[src/rtl/galaga_pkg.sv]
// galaga_pkg: shared banner overlay types and screen constants
package galaga_pkg;
   localparam int SCREEN_W = 640;
   localparam int SCREEN_H = 480;
   typedef enum logic [1:0] {MODE_OFF, MODE_STATIC, MODE_BLINK, MODE_SLIDE} overlay_mode_t;
   typedef enum logic [2:0] {IDLE, STATIC, BLINK_ON, BLINK_OFF, SLIDE, HOLD} banner_state_t;
endpackage

[src/rtl/banner_anim_ctrl.sv]
// banner_anim_ctrl: display-mode FSM driving banner visibility and vertical slide position
module banner_anim_ctrl
   import galaga_pkg::*;
#(
   parameter int Y_POS        = 232,
   parameter int BLINK_FRAMES = 30,
   parameter int SLIDE_STEP   = 2
) (
   input  logic       Clk,
   input  logic       Reset_n,
   input  logic       frame_tick,
   input  logic       start,
   input  logic [1:0] mode,
   output logic       vis,
   output logic [9:0] y_cur,
   output logic       anim_done
);
   localparam int BW = $clog2(BLINK_FRAMES + 1);
   banner_state_t state, state_n;
   overlay_mode_t m;
   logic [BW-1:0] blink_cnt, blink_cnt_n;
   logic [9:0] y_n;
   logic [10:0] y_step;
   logic blink_wrap;
   assign m = overlay_mode_t'(mode);
   assign vis = state inside {STATIC, HOLD, BLINK_ON, SLIDE};
   assign anim_done = state inside {STATIC, HOLD, BLINK_ON, BLINK_OFF};
   always_comb begin
      y_step = {1'b0, y_cur} + 11'(SLIDE_STEP);
      blink_wrap = blink_cnt == BW'(BLINK_FRAMES - 1);
      state_n = state;
      blink_cnt_n = blink_cnt;
      y_n = y_cur;
      if (start) begin
         blink_cnt_n = '0;
         y_n = m == MODE_SLIDE ? 10'd0 : 10'(Y_POS);
         state_n = m == MODE_STATIC ? STATIC : m == MODE_BLINK ? BLINK_ON : m == MODE_SLIDE ? SLIDE : IDLE;
      end else if (frame_tick && (state == BLINK_ON || state == BLINK_OFF)) begin
         blink_cnt_n = blink_wrap ? '0 : blink_cnt + BW'(1);
         state_n = !blink_wrap ? state : state == BLINK_ON ? BLINK_OFF : BLINK_ON;
      end else if (frame_tick && state == SLIDE) begin
         // saturate at the resting row so the banner never overshoots
         y_n = y_step >= 11'(Y_POS) ? 10'(Y_POS) : y_step[9:0];
         state_n = y_step >= 11'(Y_POS) ? HOLD : SLIDE;
      end
   end
   always_ff @(posedge Clk or negedge Reset_n) begin
      if (!Reset_n) begin
         state <= IDLE;
         blink_cnt <= '0;
         y_cur <= 10'(Y_POS);
      end else begin
         state <= state_n;
         blink_cnt <= blink_cnt_n;
         y_cur <= y_n;
      end
   end
endmodule

[src/rtl/banner_overlay.sv]
// banner_overlay: 1-bpp ROM banner renderer with 2-cycle hit/ROM/pixel pipeline
module banner_overlay
   import galaga_pkg::*;
#(
   parameter int LOGO_W       = 96,
   parameter int LOGO_H       = 16,
   parameter int ROM_AW       = 4,
   parameter int X_POS        = 272,
   parameter int Y_POS        = 232,
   parameter int BLINK_FRAMES = 30,
   parameter int SLIDE_STEP   = 2
) (
   input  logic              Clk,
   input  logic              Reset_n,
   input  logic [9:0]        DrawX,
   input  logic [9:0]        DrawY,
   input  logic              frame_tick,
   input  logic              start,
   input  logic [1:0]        mode,
   output logic [ROM_AW-1:0] rom_addr,
   input  logic [LOGO_W-1:0] rom_data,
   output logic              is_logo,
   output logic              anim_done
);
   localparam int CW = $clog2(LOGO_W);
   logic [9:0] y_cur;
   logic vis, hit, hit_q;
   logic [CW-1:0] col, col_q;
   banner_anim_ctrl #(
      .Y_POS(Y_POS),
      .BLINK_FRAMES(BLINK_FRAMES),
      .SLIDE_STEP(SLIDE_STEP)
   ) u_ctrl (
      .Clk(Clk),
      .Reset_n(Reset_n),
      .frame_tick(frame_tick),
      .start(start),
      .mode(mode),
      .vis(vis),
      .y_cur(y_cur),
      .anim_done(anim_done)
   );
   // ROM stores the leftmost pixel in the MSB, so the column index is mirrored
   always_comb begin
      hit = {1'b0, DrawX} >= 11'(X_POS) && {1'b0, DrawX} < 11'(X_POS + LOGO_W)
         && {1'b0, DrawY} >= {1'b0, y_cur} && {1'b0, DrawY} < {1'b0, y_cur} + 11'(LOGO_H);
      rom_addr = hit ? ROM_AW'(DrawY - y_cur) : '0;
      col = hit ? CW'(11'(LOGO_W - 1) - ({1'b0, DrawX} - 11'(X_POS))) : '0;
   end
   always_ff @(posedge Clk or negedge Reset_n) begin
      if (!Reset_n) begin
         hit_q <= 1'b0;
         col_q <= '0;
         is_logo <= 1'b0;
      end else begin
         hit_q <= hit;
         col_q <= col;
         is_logo <= hit_q & vis & rom_data[col_q];
      end
   end
endmodule

[config.mk]
export PLATFORM = sky130hd
export DESIGN_NAME = banner_overlay
export DESIGN_NICKNAME = d
export VERILOG_FILES = /design/src/rtl/galaga_pkg.sv /design/src/rtl/banner_anim_ctrl.sv /design/src/rtl/banner_overlay.sv
export SDC_FILE = /design/constraint.sdc
export NUM_CORES = 1
export LEC_CHECK = 0
export BUFFER_PORTS_ARGS = -buffer_cell sky130_fd_sc_hd__buf_2
export CORE_MARGIN = 1.5
export CORE_UTILIZATION = 48
export DETAILED_ROUTE_END_ITERATION = 8
export GPL_TIMING_DRIVEN = 1
export PLACE_DENSITY = 0.81
export SKIP_CTS_REPAIR_TIMING = 1
export SYNTH_ARGS = -nofsm -noshare
export SYNTH_HDL_FRONTEND = slang
export SYNTH_SLANG_ARGS = --single-unit
[constraint.sdc]
create_clock -name Clk -period 3.2 [get_ports Clk]
set_clock_uncertainty 0.15 [all_clocks]
set_input_delay 0.48 -clock Clk [delete_from_list [all_inputs] [get_ports Clk]]
set_output_delay 0.48 -clock Clk [all_outputs]
set_load 0.1 [all_outputs]
# [Word-level counts from Yosys, hierarchy flattened]
# Index checks and enable logic that the tools add are counted.
[totals] out_inout_bits=6 regBits=27
[classes] bitwise=2 order_cmp=6 mux=21 n_eq_ne=11 n_reduce_logical=13 n_addsub=6
[ops] operator="$mux W10" n=4
[ops] operator="$mux W3" n=7
[ops] operator="$mux W5" n=3
[ops] operator="$add A10 B2 Y11 const B" n=1
[ops] operator="$add A10 B5 Y11 const B" n=1
[ops] operator="$ge A11 B8 Y1 const B" n=1
[ops] operator="$lt A10 B11 Y1" n=1
[ops] operator="$ge A10 B10 Y1" n=1
[ops] operator="$ge A10 B9 Y1 const B" n=1
[ops] operator="$lt A10 B9 Y1 const B" n=1
[ops] operator="$lt A7 B8 Y1 const B" n=1
[ops] operator="$mux W8" n=1
[ops] operator="$reduce_bool A4 Y1" n=2
[ops] operator="$bmux W1 S7" n=1
[ops] operator="$mux W7" n=1
[ops] operator="$sub A7 B5 Y7 const B" n=1
[ops] operator="$sub A7 B7 Y7 const A" n=1
[ops] operator="$eq A3 B2 Y1 const B" n=2
[ops] operator="$eq A3 B3 Y1 const B" n=2
[ops] operator="$add A5 B1 Y5 const B" n=1
[ops] operator="$eq A5 B5 Y1 const B" n=1
[ops] operator="$logic_and A1 B1 Y1" n=5
[ops] operator="$eq A2 B2 Y1 const B" n=2
[ops] operator="$mux W4" n=1
[ops] operator="other kinds (11)" n=16

# [Depth between registers and ports, before layout]
# Gate-level depths: netlist (run 1).
[depth] depth_word=6 mapped_depth=11 mapped_depth_nobuf=9

# [Modules after synthesis]
# From an unflattened synthesis (run 1), not the netlist that was laid out.
[hier_totals] cells_unflattened=297 hier_area_um2=3020.4
[by_module_without_submodules] mod="banner_overlay" n_inst=1 seq_area_each_um2=225.2 area_each_um2=1870.5 cells_per_inst=174
[by_module_without_submodules] mod="banner_anim_ctrl" n_inst=1 seq_area_each_um2=430.4 area_each_um2=1149.9 cells_per_inst=123

# [Worst setup path after synthesis (run 1)]
# OpenSTA, ideal clock, no wires.
[synth_path] path_kind="register -> output" startpoint="register u_ctrl.y_cur[5]" endpoint="output rom_addr[3]" n_path_buf=0 path_stages_with_launch=10 setup_slack_ns=-2.362 arrival_ns=4.932 t_required_ns=2.570 path_cell_list="dfstp_2 > ha_1 > nand3_1 > xnor2_1 > ha_1 > a21o_1 > a21oi_1 > a32o_1 > o31ai_1 > nor4b_1"
[synth_between] elab_chain_cells=4 word_cells_on_any_way=6 cone_classes="add/sub: 1; order compare: 2; mux: 1; reduce/logical: 2"
[synth_lines] element="start, declared" line_no="banner_anim_ctrl.sv:15" rtl="output logic [9:0] y_cur,"
[synth_lines] element="start signal, assigned" line_no="banner_anim_ctrl.sv:51" rtl="y_cur <= 10'(Y_POS);"
[synth_lines] element="start signal, assigned" line_no="banner_anim_ctrl.sv:55" rtl="y_cur <= y_n;"
[synth_lines] element="$add A10 B5 Y11 / $ge A10 B10 Y1 (equally long branches)" line_no="banner_overlay.sv:46" rtl="&& {1'b0, DrawY} >= {1'b0, y_cur} && {1'b0, DrawY} < {1'b0, y_cur} + 11'(LOGO_H);"
[synth_lines] element="$lt A10 B11 Y1 / $logic_and A1 B1 Y1 (equally long branches)" line_no="banner_overlay.sv:46"
[synth_lines] element="$logic_and A1 B1 Y1 *" line_no="banner_overlay.sv:46"
[synth_lines] element="$mux W4 *" line_no="banner_overlay.sv:47" rtl="rom_addr = hit ? ROM_AW'(DrawY - y_cur) : '0;"
[synth_lines] element="end, declared" line_no="banner_overlay.sv:20" rtl="output logic [ROM_AW-1:0] rom_addr,"
# Every way passes the cells marked *; elsewhere a longest branch is shown, timed or not.

# [Worst setup path in the final report (run 1)]
# Same ends and word-level chain as after synthesis.

==> out/results.ini, run 1 <==
[floorplanning]
start_util_pct = 49.8
core_area_sq_mm = 0.00554
dieArea_sq_mm = 0.00622
die_w_um = 78.8
dieHeight_um = 78.8
num_rows = 27
ioPinCount = 128

[setup_path]
worstPathArrival_ns = 2.74
worst_r2r_endpoint = is_logo
cp_max_fo = 6
critPathLaunch = u_ctrl.y_cur[5]
regToRegSetupSlack_ns = 0.61
worstSetupEndpoint = rom_addr[3]
reg2reg_from = col_q[0]
crit_required_ns = 2.57
end_kind = primary output
r2r_cells = 6
startpoint_type = flip-flop
setup.worst_path.class = flip-flop to primary output

[timing]
slew_viol_final = 0
setup_viol = 4
hold_violations = 0
fmax_ghz = 0.297
worstMarginPinSlew_ns = 0.846
worst_slack_ns = -0.172
period_share_pct = 105
rsz0062_at_grt = true
layout_min_cycle_time_ns = 3.37
slew-limit-headroom_pct = 43.6

[synthesis]
ys_seq_area_share_pct = 23.7
syn_area_sq_mm = 0.00276
synth_top_family_by_area = multiplexers
synthAdderAreaFrac_pct = 11.6
yosys_warnings = 0
synth-xor-area-share_pct = 2.85
synth_flop_cell = dfrtp_1
synth_simple_gate_area_share_pct = 15.6
synth_edf_count = 0
muxShareOfSynthArea_pct = 24.3
synth.avg_cell_area_sq_um = 9.76
synth_compound_area_share_pct = 15.9
ys_ff_latch = 26
synth_cells = 283
synthArstFlopShare_pct = 100
syn_nets = 430
synth.distinct_cells = 55

[routing]
ant_nets = 0
wire_per_inst_um = 16.5
wirelength_um = 8060
viasPerCell = 5.72
drtIter0Drc = 126
first_pass_iters = 4
vias = 2805
drcViolationCount = 0

[power_and_ir_drop]
p_leak_nw = 1.70
p_clk_share_pct = 27.6
p_per_area_mw_per_mm2 = 269
ir_worst_vdd_v = 0.000195
p_seq_share_pct = 36.9
p_sw_mw = 0.325
combPwrFrac_pct = 35.6
intPower_mw = 0.693
swShare_pct = 32.0

[global_routing]
grt_first_pass_wirelength_um = 12700
grt_max_degree = 28
antenna_found_initial = 0
grt_pass1_vias = 2805
overflow = 0
grt_use_total_pct = 25.8

[clock_tree]
cts_buffers = 3
root_buffer = clkbuf_8
cts_tree = built
clkSinkCount = 26
clock_path_buffers = 2
clk_latency_ns = 0.28
clk_pin_slew_ns = 0.09
h-tree-depth = 1

[worst_hold_path]
hp-class = input port to async pin

[placement]
port_buffers = 127
placedCellCount = 476
place.gp.congestion = 0.842
hpwl_um = 6530
dp_slack_ns = 0.0378

[final_layout]
final_cells = 490
mostFrequentLayoutCells = 123 x buf_2, 23 x mux4_2, 23 x ha_1
num-nets-final = 566
layout-drive-gt1-share_pct = 47.8
final_common_cell = buf_2
n_antenna_cell = 0
syn2layout_area_growth_pct = 37.2

[run_status]
violations = negative setup slack
status = complete, but fails checks

[run]
maxCapViolations = 0

## synthesized netlist by cell type, drive strengths merged, types with 4 or more instances
library cell | instances | area share, %
nor2b | 5 | 1.1
o21a | 5 | 1.4
mux4 | 23 | 19
inv | 20 | 2.7
o21ai | 19 | 3.9
buf | 11 | 2.6
nor2 | 12 | 1.6
dfstp | 4 | 3.8
nand2 | 22 | 3.0
nand3 | 13 | 2.4
ha | 24 | 11
xnor2 | 6 | 1.9
a21oi | 10 | 1.8
o211ai | 4 | 1.1
nor3 | 13 | 2.4
or3 | 4 | 0.91
dfrtp | 22 | 20
mux2i | 12 | 4.3
a31oi | 5 | 1.1
## power by group through the flow
stage	combinational, mW	sequential, mW	clock [mW]
global route	0.399	0.378	0.301
floorplan	0.210	0.372	0
CTS	0.337	0.376	0.283
global placement	0.323	0.380	0
finish	0.362	0.375	0.281
detailed placement	0.335	0.383	0
## layer usage
metal,vias to the layer above,part of all wire (%),GRT usage (%)
met5,-,0,0
met4,0,2.4,8.25
met3,18,7.1,5.40
met2,104,53,49.5
met1,1340,37,28.0
li1,1343,-,-
## worst max-delay path: stages (launching register included)
cell,delay (ns)
dfstp_2,0.62
ha_4,0.19
nand3_4,0.08
xnor2_2,0.13
ha_1,0.31
a21o_1,0.19
a21oi_2,0.12
a32o_2,0.16
o31ai_4,0.09
nor4b_4,0.34
buf_12,0.22
## worst min-delay path by stage
| stage | from | to | slack (ns) | depth (start not counted) |
|---|---|---|---|---|
| 4_1_cts | Reset_n | u_ctrl.y_cur[1] | 0.05 | 1 |
| 6_report | Reset_n | u_ctrl.y_cur[1] | 0.03 | 1 |
| 3_5_place_dp | Reset_n | u_ctrl.y_cur[2] | 0.36 | 1 |
| 5_1_grt | Reset_n | u_ctrl.y_cur[2] | 0.07 | 1 |
| 3_3_place_gp | Reset_n | u_ctrl.y_cur[2] | 0.36 | 1 |
| 2_1_floorplan | Reset_n | col_q[0] | 0.03 | 0 |
## metrics by stage
step	setup TNS [ns]	hold slack (ns)	area, sq um	util [%]	power [mW]
global route	-0.699	0.0724	3790	68.4	1.08
detailed placement	0	0.359	3600	64.9	0.718
floorplan	-0.459	0.0344	2850	-	0.582
finish	-0.392	0.0278	3790	68.4	1.02
global placement	0	0.357	3600	64.9	0.703
CTS	-0.637	0.0516	3670	66.2	0.996
## layout make-up
type                    count  area (sq um)
multi-input cells         222          2060
fillers                   454          1750
repair buffers            145           835
flip-flops and latches     26           656
well taps                  72          90.1
inverters                  21          78.8
clock buffers               3          41.3
clock inverters             1          30.0
## sequential cells by signal, indices dropped and copies added, names as in the netlist
register          count
is_logo               1
u_ctrl.state          3
hit_q                 1
u_ctrl.blink_cnt      5
u_ctrl.y_cur          9
col_q                 7
## kinds of logic (layout without fill, tap and decap cells)
logic type,Yosys count,in the layout
buffers and inverters,35,170
adders and majority gates,25,25
and+or+nand+nor,84,84
DFF,26,26
AOI/OAI and AO/OA,65,65
xor gates and xnor gates,9,9
muxes,38,38
other,1,1
Power figures use the tool's default switching activity.
==> run 2, diff against run 1 <==
--- a/config.mk
+++ b/config.mk
@@ -6,11 +6,13 @@
 export NUM_CORES = 1
 export LEC_CHECK = 0
 export BUFFER_PORTS_ARGS = -buffer_cell sky130_fd_sc_hd__buf_2
+export CORE_ASPECT_RATIO = 0.7
 export CORE_MARGIN = 1.5
 export CORE_UTILIZATION = 48
 export DETAILED_ROUTE_END_ITERATION = 8
 export GPL_TIMING_DRIVEN = 1
-export PLACE_DENSITY = 0.81
+export HOLD_SLACK_MARGIN = 0.06
+export PLACE_DENSITY = 0.82
 export SKIP_CTS_REPAIR_TIMING = 1
 export SYNTH_ARGS = -nofsm -noshare
 export SYNTH_HDL_FRONTEND = slang
==> run 2 against run 1 <==
Wire length up 3.3%. Count of clock-buffer cells in the layout unchanged. Critical endpoint is now rom_addr[2]. Worst hold slack better by 0.013 ns. The flow still finishes with violations (negative setup slack). Cell area fell by 1.5%. Highest routed layer unchanged. Sequential share of layout area grew 0.30 points. Global-route usage is 2.2 points higher. Combinational power is essentially flat. Critical path type unchanged. Cell count is 1.2% lower. Largest cell class unchanged. Sequential cell count stayed put. Utilization rose by 0.77 points.
==> out/results.ini, run 2 (synthesis gave the netlist of run 1 again) <==
[placement]
dp_slack_ns = 0.0571  ; was 0.0378 ns
hpwl_um = 6840  ; was 6530 um
place.gp.congestion = 0.867  ; was 0.842
port_buffers = 127  ; unchanged
placedCellCount = 476  ; unchanged

[routing]
drtIter0Drc = 221  ; was 126
drcViolationCount = 0  ; unchanged
viasPerCell = 5.86  ; was 5.72
wirelength_um = 8320  ; was 8060 um
wire_per_inst_um = 17.2  ; was 16.5 um
first_pass_iters = 4  ; unchanged
vias = 2838  ; was 2805
ant_nets = 0  ; unchanged

[floorplanning]
die_w_um = 93.7  ; was 78.8 um
num_rows = 22  ; was 27
core_area_sq_mm = 0.00540  ; was 0.00554 sq mm
dieArea_sq_mm = 0.00622  ; about the same
ioPinCount = 128  ; unchanged
start_util_pct = 51.2  ; was 49.8%
dieHeight_um = 66.5  ; was 78.8 um

[final_layout]
syn2layout_area_growth_pct = 35.1  ; was 37.2%
mostFrequentLayoutCells = 123 x buf_2, 23 x mux4_2, 23 x ha_1  ; unchanged
n_antenna_cell = 0  ; unchanged
final_cells = 484  ; was 490
reg_top3 = u_ctrl.y_cur: 9 flops, col_q: 7 flops, u_ctrl.blink_cnt: 5 flops  ; unchanged
num-nets-final = 560  ; was 566
largest_reg_flops = 9  ; unchanged
layout-drive-gt1-share_pct = 46.8  ; was 47.8%
final_common_cell = buf_2  ; unchanged
top_register = u_ctrl.y_cur  ; unchanged

[timing]
slew-limit-headroom_pct = 46.7  ; was 43.6%
setup_viol = 4  ; unchanged
layout_min_cycle_time_ns = 3.32  ; was 3.37 ns
slew_viol_final = 0  ; unchanged
fin_worst_hold_slack_ns = 0.0408  ; was 0.0278 ns
rsz0062_at_grt = true  ; unchanged
fin_setup_tns_ns = -0.265  ; was -0.392 ns
fmax_ghz = 0.302  ; was 0.297 GHz
hold_violations = 0  ; unchanged
period_share_pct = 104  ; was 105%
worstMarginPinSlew_ns = 0.799  ; was 0.846 ns
worst_slack_ns = -0.116  ; was -0.172 ns

[power_and_ir_drop]
combPwrFrac_pct = 35.4  ; was 35.6%
p_clk_share_pct = 27.7  ; was 27.6%
p_leak_nw = 1.67  ; was 1.70 nW
p_total_mw = 1.01  ; was 1.02 mW
p_sw_mw = 0.327  ; was 0.325 mW
swShare_pct = 32.2  ; was 32.0%
ir_worst_vdd_v = 0.000177  ; was 0.000195 V
p_seq_share_pct = 36.8  ; was 36.9%
intPower_mw = 0.688  ; was 0.693 mW
p_per_area_mw_per_mm2 = 272  ; was 269 mW/mm^2

[setup_path]
regToRegSetupSlack_ns = 0.61  ; about the same
r2r_cells = 6  ; unchanged
worst_r2r_endpoint = is_logo  ; unchanged
reg2reg_from = col_q[0]  ; unchanged
startpoint_type = flip-flop  ; unchanged
crit_chain = ha_4 -> nand3_2 -> xnor2_1 -> ha_1 -> a21o_1 -> a21oi_2 -> a32o_2 -> o31ai_4 -> buf_6 -> nor3_4 -> buf_12  ; was ha_4 -> nand3_4 -> xnor2_2 -> ha_1 -> a21o_1 -> a21oi_2 -> a32o_2 -> o31ai_4 -> nor4b_4 -> buf_12
crit_required_ns = 2.57  ; about the same
setup.worst_path.class = flip-flop to primary output  ; unchanged
worstPathArrival_ns = 2.69  ; was 2.74 ns
cp_max_fo = 5  ; was 6
end_kind = primary output  ; unchanged
critical-path-slowest-cell = dfstp_2  ; unchanged
critical-path-max-stage-delay_ns = 0.60  ; was 0.62 ns

[global_routing]
grt_use_met1_pct = 38.1  ; was 28.0%
busiest_layer = met2  ; unchanged
grt_max_degree = 28  ; unchanged
antenna_found_initial = 0  ; unchanged
grt_pass1_vias = 2810  ; was 2805
overflow = 0  ; unchanged
grt_use_total_pct = 28.0  ; was 25.8%
use_met2_pct = 46.3  ; was 49.5%
use_met3_pct = 6.16  ; was 5.40%
grt_first_pass_wirelength_um = 13400  ; was 12700 um

[clock_tree]
cts_tree = built  ; unchanged
clk_latency_ns = 0.28  ; about the same
h-tree-depth = 1  ; unchanged
clock_path_buffers = 2  ; unchanged
root_buffer = clkbuf_8  ; unchanged
clk_pin_slew_ns = 0.10  ; was 0.09 ns
clkSinkCount = 26  ; unchanged
cts_buffers = 3  ; unchanged

[run_status]
violations = negative setup slack  ; unchanged
status = complete, but fails checks  ; unchanged

[worst_hold_path]
hp-class = input port to async pin  ; unchanged

[run]
maxCapViolations = 0  ; unchanged

-- run 2: cell count changes in the layout (fill, tap and decap cells not counted), sizes merged --
cell / previous run / this run
buf: 145 / 139
-- run 2: metrics by stage --
stage / util (%) / instance area (sq um)
after floorplan: - / 2850
after global placement: 66.7 / 3600
after detailed placement: 66.7 / 3600
after CTS: 68.0 / 3670
after global routing: 69.1 / 3730
final: 69.1 / 3730
-- run 2: layout make-up --
cell class	instances	area [sq um]
sequential	26	657
clock buffer	3	41.3
multi-input combinational	222	2030
inverter	21	78.8
fill	445	1670
timing repair buffer	139	802
clock inverter	1	30.0
tap	72	90.1
-- run 2: how the worst max path moves through the flow --
stage                     cells past startpoint             from  slack, ns     endpoint
after floorplan                               9  u_ctrl.y_cur[5]      -0.29  rom_addr[3]
after global placement                       11         DrawY[1]       0.10  rom_addr[2]
after detailed placement                     10         DrawY[1]       0.06  rom_addr[2]
after CTS                                    11  u_ctrl.y_cur[5]      -0.14  rom_addr[2]
after global routing                         11  u_ctrl.y_cur[5]      -0.21  rom_addr[2]
final                                        11  u_ctrl.y_cur[5]      -0.12  rom_addr[2]
-- run 2: power by group through the flow --
stage	sequential, mW	clock (mW)	combinational, mW
6_report	0.374	0.281	0.360
5_1_grt	0.377	0.298	0.393
4_1_cts	0.374	0.284	0.344
3_5_place_dp	0.381	0	0.342
3_3_place_gp	0.379	0	0.328
2_1_floorplan	0.372	0	0.210
-- run 2: layer usage --
metal  vias to the layer above  share of wire [%]
met5                         -                  0
met1                      1379                 45
met4                         0                1.1
met3                        10                7.3
li1                       1338                  -
met2                       111                 47
-- run 2: critical path, delay by kind of cell (launching register included) --
kind                       cells  cell delay, ns
AOI/OAI and AO/OA              4            0.53
and+or+nand+nor                2            0.29
adders and majority gates      2            0.48
buffers and inverters          2            0.35
xor gates and xnor gates       1            0.14
DFF                            1            0.60
